`src/rtl/mux_sel_arbiter.sv`:
```
// Round-robin arbiter sharing the 2:1 select path of the nand-fed mux between
// two requesters, with a settling window after each Sel change and a hold limit.
module mux_sel_arbiter #(
  parameter int unsigned SETTLE_CYC = 2,
  parameter int unsigned MAX_HOLD   = 8,
  parameter int unsigned CW         = 4
) (
  input  logic clk,
  input  logic rst_n,
  input  logic req0,
  input  logic req1,
  output logic Sel,
  output logic gnt0,
  output logic gnt1,
  output logic y_valid,
  output logic busy
);

  typedef enum logic [1:0] {
    ST_IDLE   = 2'd0,
    ST_SETTLE = 2'd1,
    ST_SERVE  = 2'd2
  } state_t;

  localparam logic [CW-1:0] SETTLE_INIT = CW'(SETTLE_CYC);
  localparam logic [CW-1:0] HOLD_MAX    = CW'(MAX_HOLD);
  localparam logic          NO_SETTLE   = (SETTLE_CYC == 0);

  state_t        r_state;
  logic          r_sel;
  logic          r_gnt0;
  logic          r_gnt1;
  logic          r_y_valid;
  logic          r_busy;
  logic          r_last;
  logic [CW-1:0] r_settle_cnt;
  logic [CW-1:0] r_hold_cnt;

  logic w_any_req;
  logic w_win;
  logic w_own_req;
  logic w_other_req;
  logic w_hold_max;

  // Tie goes to the requester that was not served last; the owner always matches Sel.
  assign w_any_req   = req0 | req1;
  assign w_win       = (req0 & req1) ? ~r_last : req1;
  assign w_own_req   = r_sel ? req1 : req0;
  assign w_other_req = r_sel ? req0 : req1;
  assign w_hold_max  = (r_hold_cnt == HOLD_MAX);

  always_ff @(posedge clk) begin
    if (!rst_n) begin
      r_state      <= ST_IDLE;
      r_sel        <= 1'b0;
      r_gnt0       <= 1'b0;
      r_gnt1       <= 1'b0;
      r_y_valid    <= 1'b0;
      r_busy       <= 1'b0;
      r_last       <= 1'b1;
      r_settle_cnt <= '0;
      r_hold_cnt   <= '0;
    end else begin
      case (r_state)
        ST_IDLE: begin
          if (w_any_req) begin
            r_gnt0     <= ~w_win;
            r_gnt1     <= w_win;
            r_last     <= w_win;
            r_sel      <= w_win;
            r_hold_cnt <= '0;
            r_busy     <= 1'b1;
            if ((w_win == r_sel) || NO_SETTLE) begin
              r_state   <= ST_SERVE;
              r_y_valid <= 1'b1;
            end else begin
              r_state      <= ST_SETTLE;
              r_settle_cnt <= SETTLE_INIT;
              r_y_valid    <= 1'b0;
            end
          end
        end

        ST_SETTLE: begin
          if (!w_own_req) begin
            r_state      <= ST_IDLE;
            r_gnt0       <= 1'b0;
            r_gnt1       <= 1'b0;
            r_y_valid    <= 1'b0;
            r_busy       <= 1'b0;
            r_settle_cnt <= '0;
          end else if (r_settle_cnt == CW'(1)) begin
            r_state      <= ST_SERVE;
            r_y_valid    <= 1'b1;
            r_settle_cnt <= '0;
          end else if (r_settle_cnt != '0) begin
            r_settle_cnt <= r_settle_cnt - CW'(1);
          end
        end

        ST_SERVE: begin
          if (!w_own_req) begin
            r_state   <= ST_IDLE;
            r_gnt0    <= 1'b0;
            r_gnt1    <= 1'b0;
            r_y_valid <= 1'b0;
            r_busy    <= 1'b0;
          end else if (w_hold_max && w_other_req) begin
            // Forced handover: swap grants and Sel on a single edge.
            r_gnt0     <= r_sel;
            r_gnt1     <= ~r_sel;
            r_sel      <= ~r_sel;
            r_last     <= ~r_sel;
            r_hold_cnt <= '0;
            if (NO_SETTLE) begin
              r_state   <= ST_SERVE;
              r_y_valid <= 1'b1;
            end else begin
              r_state      <= ST_SETTLE;
              r_settle_cnt <= SETTLE_INIT;
              r_y_valid    <= 1'b0;
            end
          end else if (!w_hold_max) begin
            r_hold_cnt <= r_hold_cnt + CW'(1);
          end
        end

        default: begin
          r_state   <= ST_IDLE;
          r_gnt0    <= 1'b0;
          r_gnt1    <= 1'b0;
          r_y_valid <= 1'b0;
          r_busy    <= 1'b0;
        end
      endcase
    end
  end

  assign Sel     = r_sel;
  assign gnt0    = r_gnt0;
  assign gnt1    = r_gnt1;
  assign y_valid = r_y_valid;
  assign busy    = r_busy;

endmodule

```
`config.mk`:
```
export PLATFORM = sky130hd
export DESIGN_NAME = mux_sel_arbiter
export DESIGN_NICKNAME = d
export VERILOG_FILES = /design/src/rtl/mux_sel_arbiter.sv
export SDC_FILE = /design/constraint.sdc
export NUM_CORES = 1
export LEC_CHECK = 0
export BUFFER_PORTS_ARGS = -buffer_cell sky130_fd_sc_hd__clkbuf_2
export CAP_MARGIN = 10
export CORE_MARGIN = 4
export CORE_UTILIZATION = 45
export CTS_BUF_LIST = sky130_fd_sc_hd__clkbuf_2 sky130_fd_sc_hd__clkbuf_4 sky130_fd_sc_hd__clkbuf_8
export CTS_CLUSTER_SIZE = 25
export DETAILED_ROUTE_END_ITERATION = 10
export HOLD_SLACK_MARGIN = 0.05
export PLACE_DENSITY_LB_ADDON = 0.1
export SYNTH_ARGS = -nofsm -noshare
export SYNTH_HDL_FRONTEND = slang
export SYNTH_SLANG_ARGS = --single-unit
```
`constraint.sdc`:
```
create_clock -name clk -period 1.9 [get_ports clk]
set_input_delay 0.285 -clock clk [delete_from_list [all_inputs] [get_ports clk]]
set_output_delay 0.285 -clock clk [all_outputs]
set_load 0.02 [all_outputs]
```
==> run metrics <==
status finished clean; Wirelength per Cell 14.3 um; IO Count 9; largest net degree at the start of global routing 13; post-route ant nets 0; FILL cells a little over 200; max-cap viol count 0; Worst-path clk slew 90 ps; crit path kind flop to flop; Post-Layout Cell Count roughly 170; number of global-route vias before repair between 900 and 1k; htree depth 1; initial antenna violation count 0; area grow syn2layout 15.7%; Clock power frac 0.096; vias per inst 5.65; Worst Hold Class input pin to flop; post-place setup slack roughly 49 ps; DP HPWL roughly 1.8 mm; CP max stage delay approximately 520 ps; Worst EP arrival just over 2000 ps; element type at the critical path start flop; Flop pwr share 0.292; core box area 0.00230 mm^2; CP max-delay cell dfxtp_1; Final Max Tran Viols 0; total power roughly 1800 uW; global-route wire length before repair ~4.2 mm; # hold bufs at CTS 0; GRT Util Overall 0.159; Psw just under 800 uW; crit-path cells mux2i_1 -> a21oi_1 -> or4_1 -> a21boi_1; Max Buffers Root-to-Sink 2; final setup fails 0; Post-synth top flop dfxtp_1; Slew HR 0.657; fmax about 550 MHz; mapped cell area roughly 0.0011 mm^2; placed insts roughly 160; leakage approximately 0.00052 uW; first-pass iteration count of the detailed router 6; crit path capture type flop; Post-synth EDFFs 0; final instance area 0.00131 mm^2; TritonCTS Sinks 16; asr flop ratio synth 0; grt ovf 0; Fin. Hold Viols 0; critical path's top delay family flip-flops; Least-Margin Pin Slew 500 ps; Antenna Cells 0; Ys Warns 0; syn_area_per_cell ~9.1 um^2; Post-Syn Instances between 100 and 150; Internal about 1000 uW; gp weighted congestion between 0.7 and 0.8; Vias ~940; PD cells 1390 mW/mm^2; Site Rows 17; Gate power share 0.612; DIE WIDTH between 50 and 60 um; Iter 0 DRT Violations 22; CTS tree built; sequential cell area fraction in the yosys report 0.282; peak supply drop about 700 uV; Netlist cell types 44; die area 0.00339 mm^2; Post-Route WL between 2 and 2.5 mm; share of layout cells above drive strength 1 0.288; required time worst endpoint roughly 2100 ps; #FFs+latches synth 16; Worst Path Buf+Inv 0; clk root buf clkbuf_4; syn nets around 140; sw frac 0.430; placed cell area between 0.001 and 0.0015 mm^2; # nets final approximately 150; Die Y between 50 and 60 um; count of input and output buffers 8; Clock Latency Late Sink around 280 ps; minimum clock period 1830 ps; # DRC 0; critical path peak fanout 8; Layout Skew between 2 and 3 ps; fin crit share 0.963; Starting Density 0.494; Num CTS Buffers 3; fin worst setup slack between 70 and 80 ps; post-layout util 0.571
cells in the final DEF (no fill, tap or decap), types with 3 or more instances in the layout:
| cell type | Yosys | layout |
|---|---|---|
| dfxtp_2 | 0 | 4 |
| buf_4 | 0 | 8 |
| inv_1 | 11 | 11 |
| nand3_1 | 3 | 3 |
| nor3_1 | 4 | 4 |
| clkbuf_2 | 0 | 8 |
| dfxtp_1 | 16 | 12 |
| o21ai_1 | 3 | 3 |
| nand2_1 | 5 | 5 |
| o21ai_0 | 9 | 9 |
| nor2_1 | 10 | 10 |
| mux2i_1 | 7 | 7 |
| ha_1 | 8 | 6 |
| a21oi_1 | 4 | 4 |
| nor2b_1 | 4 | 4 |
| clkbuf_4 | 0 | 3 |
through the flow:
stage	TNS, ps	hold slack [ps]
2_1_floorplan	0	470
3_3_place_gp	0	455
3_5_place_dp	0	460
4_1_cts	0	310
5_1_grt	-15.0	338
6_report	0	318
path summary, 6_finish.rpt:
kind | slack [ps] | endpoint | start | cells past startpoint
worst min register to register | 480 | y_valid | y_valid | 1
worst max-delay path | 70 | r_state[0] | Sel | 4
worst max register to register | 70 | r_state[0] | Sel | 4
worst min-delay path | 320 | r_last | rst_n | 2
sequential cells by signal (all words and copies together), names as in the netlist:
name,flops
r_settle_cnt,4
Sel,1
gnt0,1
y_valid,1
r_hold_cnt,4
busy,1
r_last,1
r_state,2
gnt1,1
cells in the mapped netlist, types with 2 or more instances:
| master | instances | area share |
|---|---|---|
| dfxtp_1 | 16 | 0.28 |
| nor3_1 | 4 | 0.018 |
| a21oi_1 | 4 | 0.018 |
| a32o_1 | 2 | 0.018 |
| o21ai_0 | 9 | 0.040 |
| nand2_1 | 5 | 0.017 |
| nor2b_1 | 4 | 0.022 |
| inv_1 | 11 | 0.036 |
| nor3b_1 | 2 | 0.013 |
| a21boi_0 | 2 | 0.013 |
| mux2i_1 | 7 | 0.062 |
| xnor2_1 | 2 | 0.015 |
| and2_1 | 2 | 0.011 |
| nor4bb_1 | 2 | 0.018 |
| nor2_1 | 10 | 0.033 |
| buf_6 | 3 | 0.030 |
| a31oi_1 | 2 | 0.011 |
| o21ai_1 | 3 | 0.013 |
| nand3_1 | 3 | 0.013 |
| ha_1 | 8 | 0.088 |
power by group through the flow:
| stage | Clock, uW | Sequential (uW) | Combinational, uW |
|---|---|---|---|
| after floorplan | 0 | 561 | 782 |
| final | 176 | 535 | 1120 |
| after global routing | 204 | 553 | 1230 |
| after CTS | 193 | 528 | 1070 |
| after detailed placement | 0 | 537 | 1070 |
| after global placement | 0 | 529 | 1060 |
final cells by class:
cell class	count	area [um^2]	area share
Multi-Input combinational cell	93	788	0.601
Inverter	11	41.3	0.0315
Timing Repair Buffer	16	100	0.0763
Tap cell	28	35.0	0.0267
Clock buffer	3	22.5	0.0172
Sequential cell	16	325	0.248
per-layer routing:
metal	global-route usage	vias up	part of all wire
met5	0	-	0
met4	0.106	0	0.016
met3	0.0223	4	0.028
met2	0.248	16	0.47
met1	0.202	444	0.49
li1	-	480	-
timing repair:
item	4_1_cts	5_1_grt
gates resized for setup	0	13
hold endpoints to repair	0	0
buffers inserted	0	1
endpoints found under the setup margin	0	9
worst register-to-register path, stage by stage (launching register included):
cell	delay, ps
dfxtp_1	520
mux2i_1	510
a21oi_1	120
or4_1	490
a21boi_1	130
cells by family after synthesis:
| logic type | after synthesis | synth area share |
|---|---|---|
| mux | 8 | 0.0750 |
| fa+ha+maj | 8 | 0.0882 |
| compound gates | 37 | 0.255 |
| xor+xnor | 3 | 0.0232 |
| buf+inv | 16 | 0.0739 |
| flops | 16 | 0.282 |
| simple gates | 37 | 0.203 |
Note: power is estimated with default switching activity, not from simulation.
